<file path="src/rtl/proc_pkg.sv">
// Shared processor constants: BTB counter encodings and instruction words used around fetch.
package proc_pkg;

    localparam logic [1:0]  BTB_CNT_SNT = 2'd0;
    localparam logic [1:0]  BTB_CNT_WNT = 2'd1;
    localparam logic [1:0]  BTB_CNT_WT  = 2'd2;
    localparam logic [1:0]  BTB_CNT_ST  = 2'd3;

    localparam logic [4:0]  OPC_BRANCH  = 5'b11000;
    localparam logic [31:0] NOP_INSTR   = 32'h0000_0013;
    localparam logic [31:0] HALT_INSTR  = 32'h000f_0033;

endpackage

</file>
<file path="src/rtl/m_sat_counter2.sv">
// Combinational next value of a 2-bit saturating direction counter.
module m_sat_counter2
    import proc_pkg::*;
(
    input  logic [1:0] ctr,
    input  logic       taken,
    output logic [1:0] next
);

    always_comb begin
        next = ctr;
        if (taken) begin
            if (ctr != BTB_CNT_ST) next = ctr + 2'd1;
        end else begin
            if (ctr != BTB_CNT_SNT) next = ctr - 2'd1;
        end
    end

endmodule

</file>
<file path="src/rtl/m_branch_target_buffer.sv">
// Direct-mapped BTB with 2-bit direction counters; lookup from IF, update from MEM,
// plus saturating hit / mispredict statistics for the debug path.
module m_branch_target_buffer
    import proc_pkg::*;
#(
    parameter int unsigned IDX_W    = 6,
    parameter int unsigned TAG_W    = 8,
    parameter logic [1:0]  CNT_INIT = 2'b10
) (
    input  logic        clk,
    input  logic        rst,
    input  logic        ce,
    input  logic        lookup_en,
    input  logic [31:0] lookup_pc,
    output logic        pred_hit,
    output logic        pred_taken,
    output logic [31:0] pred_target,
    input  logic        upd_en,
    input  logic [31:0] upd_pc,
    input  logic        upd_taken,
    input  logic [31:0] upd_target,
    input  logic        upd_mispredict,
    output logic [31:0] hit_cnt,
    output logic [31:0] mispredict_cnt
);

    localparam int unsigned ENTRIES = 2 ** IDX_W;
    localparam int unsigned TAG_LO  = IDX_W + 2;
    localparam int unsigned TAG_HI  = IDX_W + TAG_W + 1;

    logic [ENTRIES-1:0] valid_q;
    logic [TAG_W-1:0]   tag_q [ENTRIES];
    logic [31:0]        tgt_q [ENTRIES];
    logic [1:0]         ctr_q [ENTRIES];

    logic [IDX_W-1:0]   lk_idx, upd_idx;
    logic [TAG_W-1:0]   lk_tag, upd_tag;

    logic               upd_hit, wr_en;
    logic [1:0]         ctr_nxt, wr_ctr;
    logic [31:0]        wr_tgt;

    logic               bypass, rd_valid, lk_hit;
    logic [TAG_W-1:0]   rd_tag;
    logic [31:0]        rd_tgt;
    logic [1:0]         rd_ctr;

    logic               pred_hit_q, pred_hit_d;
    logic               pred_taken_q, pred_taken_d;
    logic [31:0]        pred_target_q, pred_target_d;
    logic [31:0]        hit_cnt_q, hit_cnt_d;
    logic [31:0]        mis_cnt_q, mis_cnt_d;

    logic               unused_pc_bits;

    assign lk_idx  = lookup_pc[IDX_W+1:2];
    assign lk_tag  = lookup_pc[TAG_HI:TAG_LO];
    assign upd_idx = upd_pc[IDX_W+1:2];
    assign upd_tag = upd_pc[TAG_HI:TAG_LO];

    // Byte offset and PC bits above the tag take no part in prediction.
    assign unused_pc_bits = ^{lookup_pc[31:TAG_HI+1], lookup_pc[1:0],
                              upd_pc[31:TAG_HI+1], upd_pc[1:0]};

    m_sat_counter2 u_upd_ctr (
        .ctr   (ctr_q[upd_idx]),
        .taken (upd_taken),
        .next  (ctr_nxt)
    );

    // A not-taken miss leaves the table alone; a taken miss allocates over any alias.
    always_comb begin
        upd_hit = valid_q[upd_idx] && (tag_q[upd_idx] == upd_tag);
        wr_en   = ce && upd_en && (upd_hit || upd_taken);
        wr_ctr  = upd_hit ? ctr_nxt : CNT_INIT;
        wr_tgt  = upd_taken ? upd_target : tgt_q[upd_idx];
    end

    always_ff @(posedge clk or posedge rst) begin
        if (rst) begin
            valid_q <= '0;
        end else if (wr_en) begin
            valid_q[upd_idx] <= 1'b1;
        end
    end

    always_ff @(posedge clk) begin
        if (wr_en) begin
            tag_q[upd_idx] <= upd_tag;
            tgt_q[upd_idx] <= wr_tgt;
            ctr_q[upd_idx] <= wr_ctr;
        end
    end

    // Write-first read: a same-index update this cycle is forwarded into the lookup.
    always_comb begin
        bypass   = wr_en && (upd_idx == lk_idx);
        rd_valid = bypass ? 1'b1    : valid_q[lk_idx];
        rd_tag   = bypass ? upd_tag : tag_q[lk_idx];
        rd_tgt   = bypass ? wr_tgt  : tgt_q[lk_idx];
        rd_ctr   = bypass ? wr_ctr  : ctr_q[lk_idx];
        lk_hit   = rd_valid && (rd_tag == lk_tag);
    end

    always_comb begin
        pred_hit_d    = pred_hit_q;
        pred_taken_d  = pred_taken_q;
        pred_target_d = pred_target_q;
        hit_cnt_d     = hit_cnt_q;
        mis_cnt_d     = mis_cnt_q;
        if (ce && lookup_en) begin
            pred_hit_d    = lk_hit;
            pred_taken_d  = lk_hit && rd_ctr[1];
            pred_target_d = lk_hit ? rd_tgt : 32'h0;
            if (lk_hit && (hit_cnt_q != 32'hFFFF_FFFF)) hit_cnt_d = hit_cnt_q + 32'd1;
        end
        if (ce && upd_en && upd_mispredict && (mis_cnt_q != 32'hFFFF_FFFF)) begin
            mis_cnt_d = mis_cnt_q + 32'd1;
        end
    end

    always_ff @(posedge clk or posedge rst) begin
        if (rst) begin
            pred_hit_q    <= 1'b0;
            pred_taken_q  <= 1'b0;
            pred_target_q <= 32'h0;
            hit_cnt_q     <= 32'h0;
            mis_cnt_q     <= 32'h0;
        end else begin
            pred_hit_q    <= pred_hit_d;
            pred_taken_q  <= pred_taken_d;
            pred_target_q <= pred_target_d;
            hit_cnt_q     <= hit_cnt_d;
            mis_cnt_q     <= mis_cnt_d;
        end
    end

    assign pred_hit       = pred_hit_q;
    assign pred_taken     = pred_taken_q;
    assign pred_target    = pred_target_q;
    assign hit_cnt        = hit_cnt_q;
    assign mispredict_cnt = mis_cnt_q;

endmodule

</file>
<file path="config.mk">
export PLATFORM = sky130hd
export DESIGN_NAME = m_branch_target_buffer
export DESIGN_NICKNAME = d
export VERILOG_FILES = /design/src/rtl/proc_pkg.sv /design/src/rtl/m_sat_counter2.sv /design/src/rtl/m_branch_target_buffer.sv
export SDC_FILE = /design/constraint.sdc
export NUM_CORES = 2
export LEC_CHECK = 0
export CORE_MARGIN = 4
export CORE_UTILIZATION = 25
export CTS_BUF_LIST = sky130_fd_sc_hd__clkbuf_4 sky130_fd_sc_hd__clkbuf_8
export DETAILED_ROUTE_END_ITERATION = 6
export PLACE_DENSITY_LB_ADDON = 0.1
export SLEW_MARGIN = 15
export SYNTH_ARGS = -nofsm -noshare
export SYNTH_HDL_FRONTEND = slang
export SYNTH_SLANG_ARGS = --single-unit
</file>
<file path="constraint.sdc">
create_clock -name clk -period 5.9 [get_ports clk]
set_clock_uncertainty 0.1 [all_clocks]
set_input_delay 0.885 -clock clk [delete_from_list [all_inputs] [get_ports clk]]
set_output_delay 0.885 -clock clk [all_outputs]
set_load 0.1 [all_outputs]
</file>
# Word-level counts from Yosys, hierarchy flattened
# Memory sizes are Yosys's and may differ from the RTL's.
# Index checks and enable logic that the tools add are counted.
# totals
ff_bits	162
ram_bits	2688
inputBits	103
elab_cells	55
n_memories	3
# classes
add_sub_neg	4
n_lt_le_gt_ge	3
n_eq_ne	6
muxes	18
n_bitwise	1
n_reduce_logical	14
# memory_table
memory	words	word_bits	read_ports	rd_ports_with_merged_regs	wr	line_no	source
tgt_q	64	32	2	0	1	m_branch_target_buffer.sv:33	logic [31:0] tgt_q [ENTRIES];
tag_q	64	8	2	0	1	m_branch_target_buffer.sv:32	logic [TAG_W-1:0] tag_q [ENTRIES];
ctr_q	64	2	2	0	1	m_branch_target_buffer.sv:34	logic [1:0] ctr_q [ENTRIES];
# ops
operator	count
$mux W32	3
$add A32 B1 Y32 const B	2
$ne A32 B32 Y1 const B	2
$or A64 B64 Y64	1
$eq A8 B8 Y1	2
$lt A6 B7 Y1 const B	2
$bmux W1 S6	2
$logic_and A1 B1 Y1	11
$mux W2	5
$mux W8	1
$demux W1 S6	1
$eq A6 B6 Y1	1
$ge A6 B1 Y1 const B	1
$mux W1	6
$add A2 B1 Y2 const B	1
$ne A2 B2 Y1 const B	1
$reduce_and A2 Y1	1
$reduce_bool A2 Y1	1
$sub A2 B1 Y2 const B	1
$logic_or A1 B1 Y1	1

# Logic depth before layout (Yosys ltp)
# depth
word_depth	11
ltp_mapped	20
ltp_nobuf	13

# By module
# Synthesis repeated with hierarchy kept, for this count alone.
# unflattened
cells_unflattened	7400
area_unflattened_um2	129305.3
# by_module_without_submodules
module	instances	cells_each	area_per_inst_um2	seq_area_each_um2
m_branch_target_buffer	1	7397	129279.0	84771.3
m_sat_counter2	1	3	26.3	0.0

# Worst setup path after synthesis
# OpenSTA, ideal clock, no wires.
# synth_timing
path_type	input to register
start	in upd_pc[4]
end	mem tgt_q[0][7], data pin
arrival_ns	7.257
setup_slack_ns	-2.375
stages	14
path_buffers	8
cell_sequence	buf_2 buf_4 inv_2 clkbuf_1 buf_2 nand2_1 clkbuf_1 clkbuf_1 clkbuf_1 buf_1 o221ai_1 o31ai_1 o221ai_1 o41ai_1
# synth_via
elab_chain_len	2
# synth_rtl
element	line_no	source
start: declaration	m_branch_target_buffer.sv:19	input logic [31:0] upd_pc,
$mem_v2 Z64 W32	-	
$mux W32	m_branch_target_buffer.sv:76	wr_tgt = upd_taken ? upd_target : tgt_q[upd_idx];
via wr_tgt[7]	m_branch_target_buffer.sv:41	logic [31:0] wr_tgt;
end: declaration	m_branch_target_buffer.sv:33	
# The timed path passes the listed nets, and every way through them passes these cells.

==> impl_results.md <==
* Status: finished, final reports clean
* DR pass1 iterations at 6
* Initial DRC Count at roughly 10000
* Port Buf Inserts at around 160
* Critical R2R Launch: tag_q[55][6]
* Vias per cell at 5.609
* Synthesized instance count at 7041
* Sw Pwr at between 10 and 15 mW
* Max Freq at ~210 MHz
* Critical Path End: pred_target[19]
* Critical path fanouts, max at 8
* Post-DP HPWL at between 300000 and 400000 um
* Adder-Cell Fraction of Synth Area at 0.0002780
* Residual DRC at 0
* Ys flop type: edfxtp_1
* Comb pwr share at 0.092
* Area of the die at ~520000 um^2
* RSZ-0062 raised after global routing: no
* Initial antenna violation count at between 40 and 50
* Critical Path AT at approximately 5.9 ns
* Sum Neg Setup Slack at 0 ns
* # clock sinks at 2850
* FFs w/ async S/R, synth at 0.05684
* Max-Cap Viols at 0
* Synth area leaders: edfxtp_1 64%, mux4_2 17%, o22ai_1 5.0%
* Synth area leader: edfxtp_1
* Final setup violation count at 0
* Largest net degree at the start of global routing at 119
* Tcrit/Tclk final at 0.8232
* Grt met2 use at 0.3699
* Met3 usage at 0.04382
* Register-to-register setup slack at ~1.0 ns
* R2r endpoint: pred_target[19]
* Leakage at approximately 51 nW
* Share of the synthesized area in the top cell type at 0.6405
* Worst Setup End Kind: flop
* Mapped Nets at between 7000 and 8000
* Cell with the most instances after synthesis: edfxtp_1
* Compound-Gate Fraction of Synth Area at 0.08016
* Reg clk slew, reported paths at 0.06 ns
* Share of layout cells above drive strength 1 at 0.3575
* Clock power share at 0.427
* Skew-Pair Late Insertion Delay at roughly 1.3 ns
* Slew HR at 0.2210
* Synth Area in Simple Gates at 0.03566
* Place WS at -0.2324 ns
* Yosys reg bits at approximately 2900
* Global-route wire length before repair at approximately 820000 um
* Rows at 260
* ANT nets after route at 0
* R2R depth at 14
* Post-Syn Area at 126000 um^2
* Critical path origin: tag_q[55][6]
* Final min period at 4.857 ns
* Post-layout util at 0.3167
* Routability Congestion at between 0.8 and 0.9
* TritonCTS clock tree: done
* CTS root buf: clkbuf_8
* Count of unique library cells instantiated by Yosys at 82
* Pwr per Cell Area at just under 300 nW/um^2
* Initial Util at 0.2511
* Register area share after synthesis at 0.6726
* Final hold vios at 0
* CP Launch Type: flop
* Layer with the highest usage: met2
* Post-synthesis mux area share at 0.1860
* Worst-case clock buffer depth at 4
* Largest family of logic cells by synthesized area: multiplexers
* Met1 Use GR at 0.3167
* Sequential power share at 0.481
* Synth cell count leaders: 2688 x edfxtp_1, 1009 x o22ai_1, 958 x mux4_2, 326 x clkbuf_1, 188 x nor2_1
* Die height at 718.0 um
* Worst hold margin at ~0.18 ns
* Worst vdd ir at 243.0 uV
* CTS Buf Count at about 550
* Pint at roughly 35 mW
* Setup CP Type: reg2reg
* Final wirelength at roughly 620000 um
* Post-Syn Area per Cell at approximately 18 um^2
* Switch share at 0.2591
* Hold/Removal Path Class: in2reg
* Post-synth EDFFs at 2688
* Total gr overflow at 0
* Vias in the first global route at 86460
* DR vias at between 80000 and 90000
* WP data required at 6.93 ns
* Die width at slightly above 700 um
* Final nets at slightly above 8000
* Final Max Slew Viols at 0
* I/O pin total at about 200
* Routed WL per cell at slightly above 40 um
* Core area at 502000 um^2
* CTS H-tree lvls at 6
* Overall Global Routing Usage at 0.2317
* Synth warn at 0
* Final Worst Setup Slack at 1.043 ns
* Post-CTS Setup Bufs at 0
* Least-Margin Pin Slew at 1.166 ns
* XOR/XNOR Fraction of Synth Area at 0.005559
* Final Total Pwr at between 40 and 50 mW
* Layout Area Growth over Synthesis at 26.14%
cells by family (layout without fill, tap and decap cells):
group	Yosys count	in the layout
AND/OR/NAND/NOR	837	837
multiplexers	1139	1139
XOR/XNOR	80	80
buffers and inverters	587	2137
flip-flops	2850	2850
other	0	10
AO/OA/AOI/OAI	1545	1545
adder cells (fa/ha/maj)	3	3
critical path, cell delays in order (launching register included):
cell and delay (ns):
edfxtp_1 0.47, mux4_2 0.52, mux2i_1 0.16, o21ai_1 0.14, a2111oi_0 0.45, buf_4 0.18, and3_1 0.22, xnor2_1 0.13
o41a_4 0.57, nor2_8 0.13, buf_4 0.38, buf_12 0.23, mux2i_1 0.69, buf_12 0.23, o21ai_0 0.10
flip-flops by register name, summed over array words and instances, names as in the netlist:
| name | flops |
|---|---|
| tgt_q | 2048 |
| tag_q | 512 |
| ctr_q | 128 |
| valid_q | 64 |
| hit_cnt | 32 |
| mispredict_cnt | 32 |
| pred_target | 32 |
| pred_hit | 1 |
| pred_taken | 1 |
through the flow:
step / instance area (um^2) / std cells
after floorplan: 126300 / 7041
after global placement: 148100 / 14280
after detailed placement: 148100 / 14280
after CTS: 159000 / 15270
after global routing: 159000 / 15270
final: 159000 / 15280
final cells by class:
class | count | area [um^2]
Sequential cell | 2850 | 84770
Tap cell | 6681 | 8359
Antenna cell | 10 | 25.02
Fill cell | 48620 | 343000
Inverter | 18 | 82.58
Timing Repair Buffer | 1132 | 15020
Clock inverter | 253 | 1762
Clock buffer | 734 | 9076
Multi-Input combinational cell | 3604 | 39880
layer usage:
metal	vias to the layer above	part of all wire	wire (um)
li1	32980	-	-
met1	46690	0.42	262300
met2	4962	0.46	286400
met3	1086	0.074	45540
met4	12	0.037	22870
met5	-	0.00014	86
power groups by stage:
stage / sequential [mW] / combinational [mW] / clock [mW]
after floorplan: 23.1 / 2.16 / 0
final: 22.5 / 4.30 / 20.0
after global routing: 22.5 / 4.48 / 21.5
after global placement: 22.9 / 4.30 / 0
after CTS: 22.5 / 4.31 / 20.6
after detailed placement: 22.9 / 4.30 / 0
cell usage in the layout (no fill, tap or decap), types with 98 or more instances in the layout:
master and count:
mux4_2 958, clkdlybuf4s50_1 140, clkbuf_4 164, clkinv_1 124, nor4_1 158, a21oi_1 98, o22ai_1 1009, buf_12 489
buf_4 481, clkbuf_8 574, nand2_1 174, nor2_1 120, mux2i_1 134, dfrtp_1 162, edfxtp_1 2688
worst min path at each step:
stage	from	endpoint	slack [ns]	depth (start not counted)
3_5_place_dp	pred_target[26]	pred_target[26]	0.37	2
3_3_place_gp	valid_q[32]	valid_q[32]	0.36	1
4_1_cts	upd_pc[12]	tag_q[52][4]	0.02	1
5_1_grt	upd_pc[12]	tag_q[21][4]	0.11	1
6_report	upd_pc[12]	tag_q[21][4]	0.18	1
2_1_floorplan	valid_q[32]	valid_q[32]	0.35	1
what timing repair did:
action	CTS	global route
endpoints found under the hold margin	20	0
resized for setup	0	0
hold buffers	2	0
No activity file was read; power rests on OpenSTA's default activity.
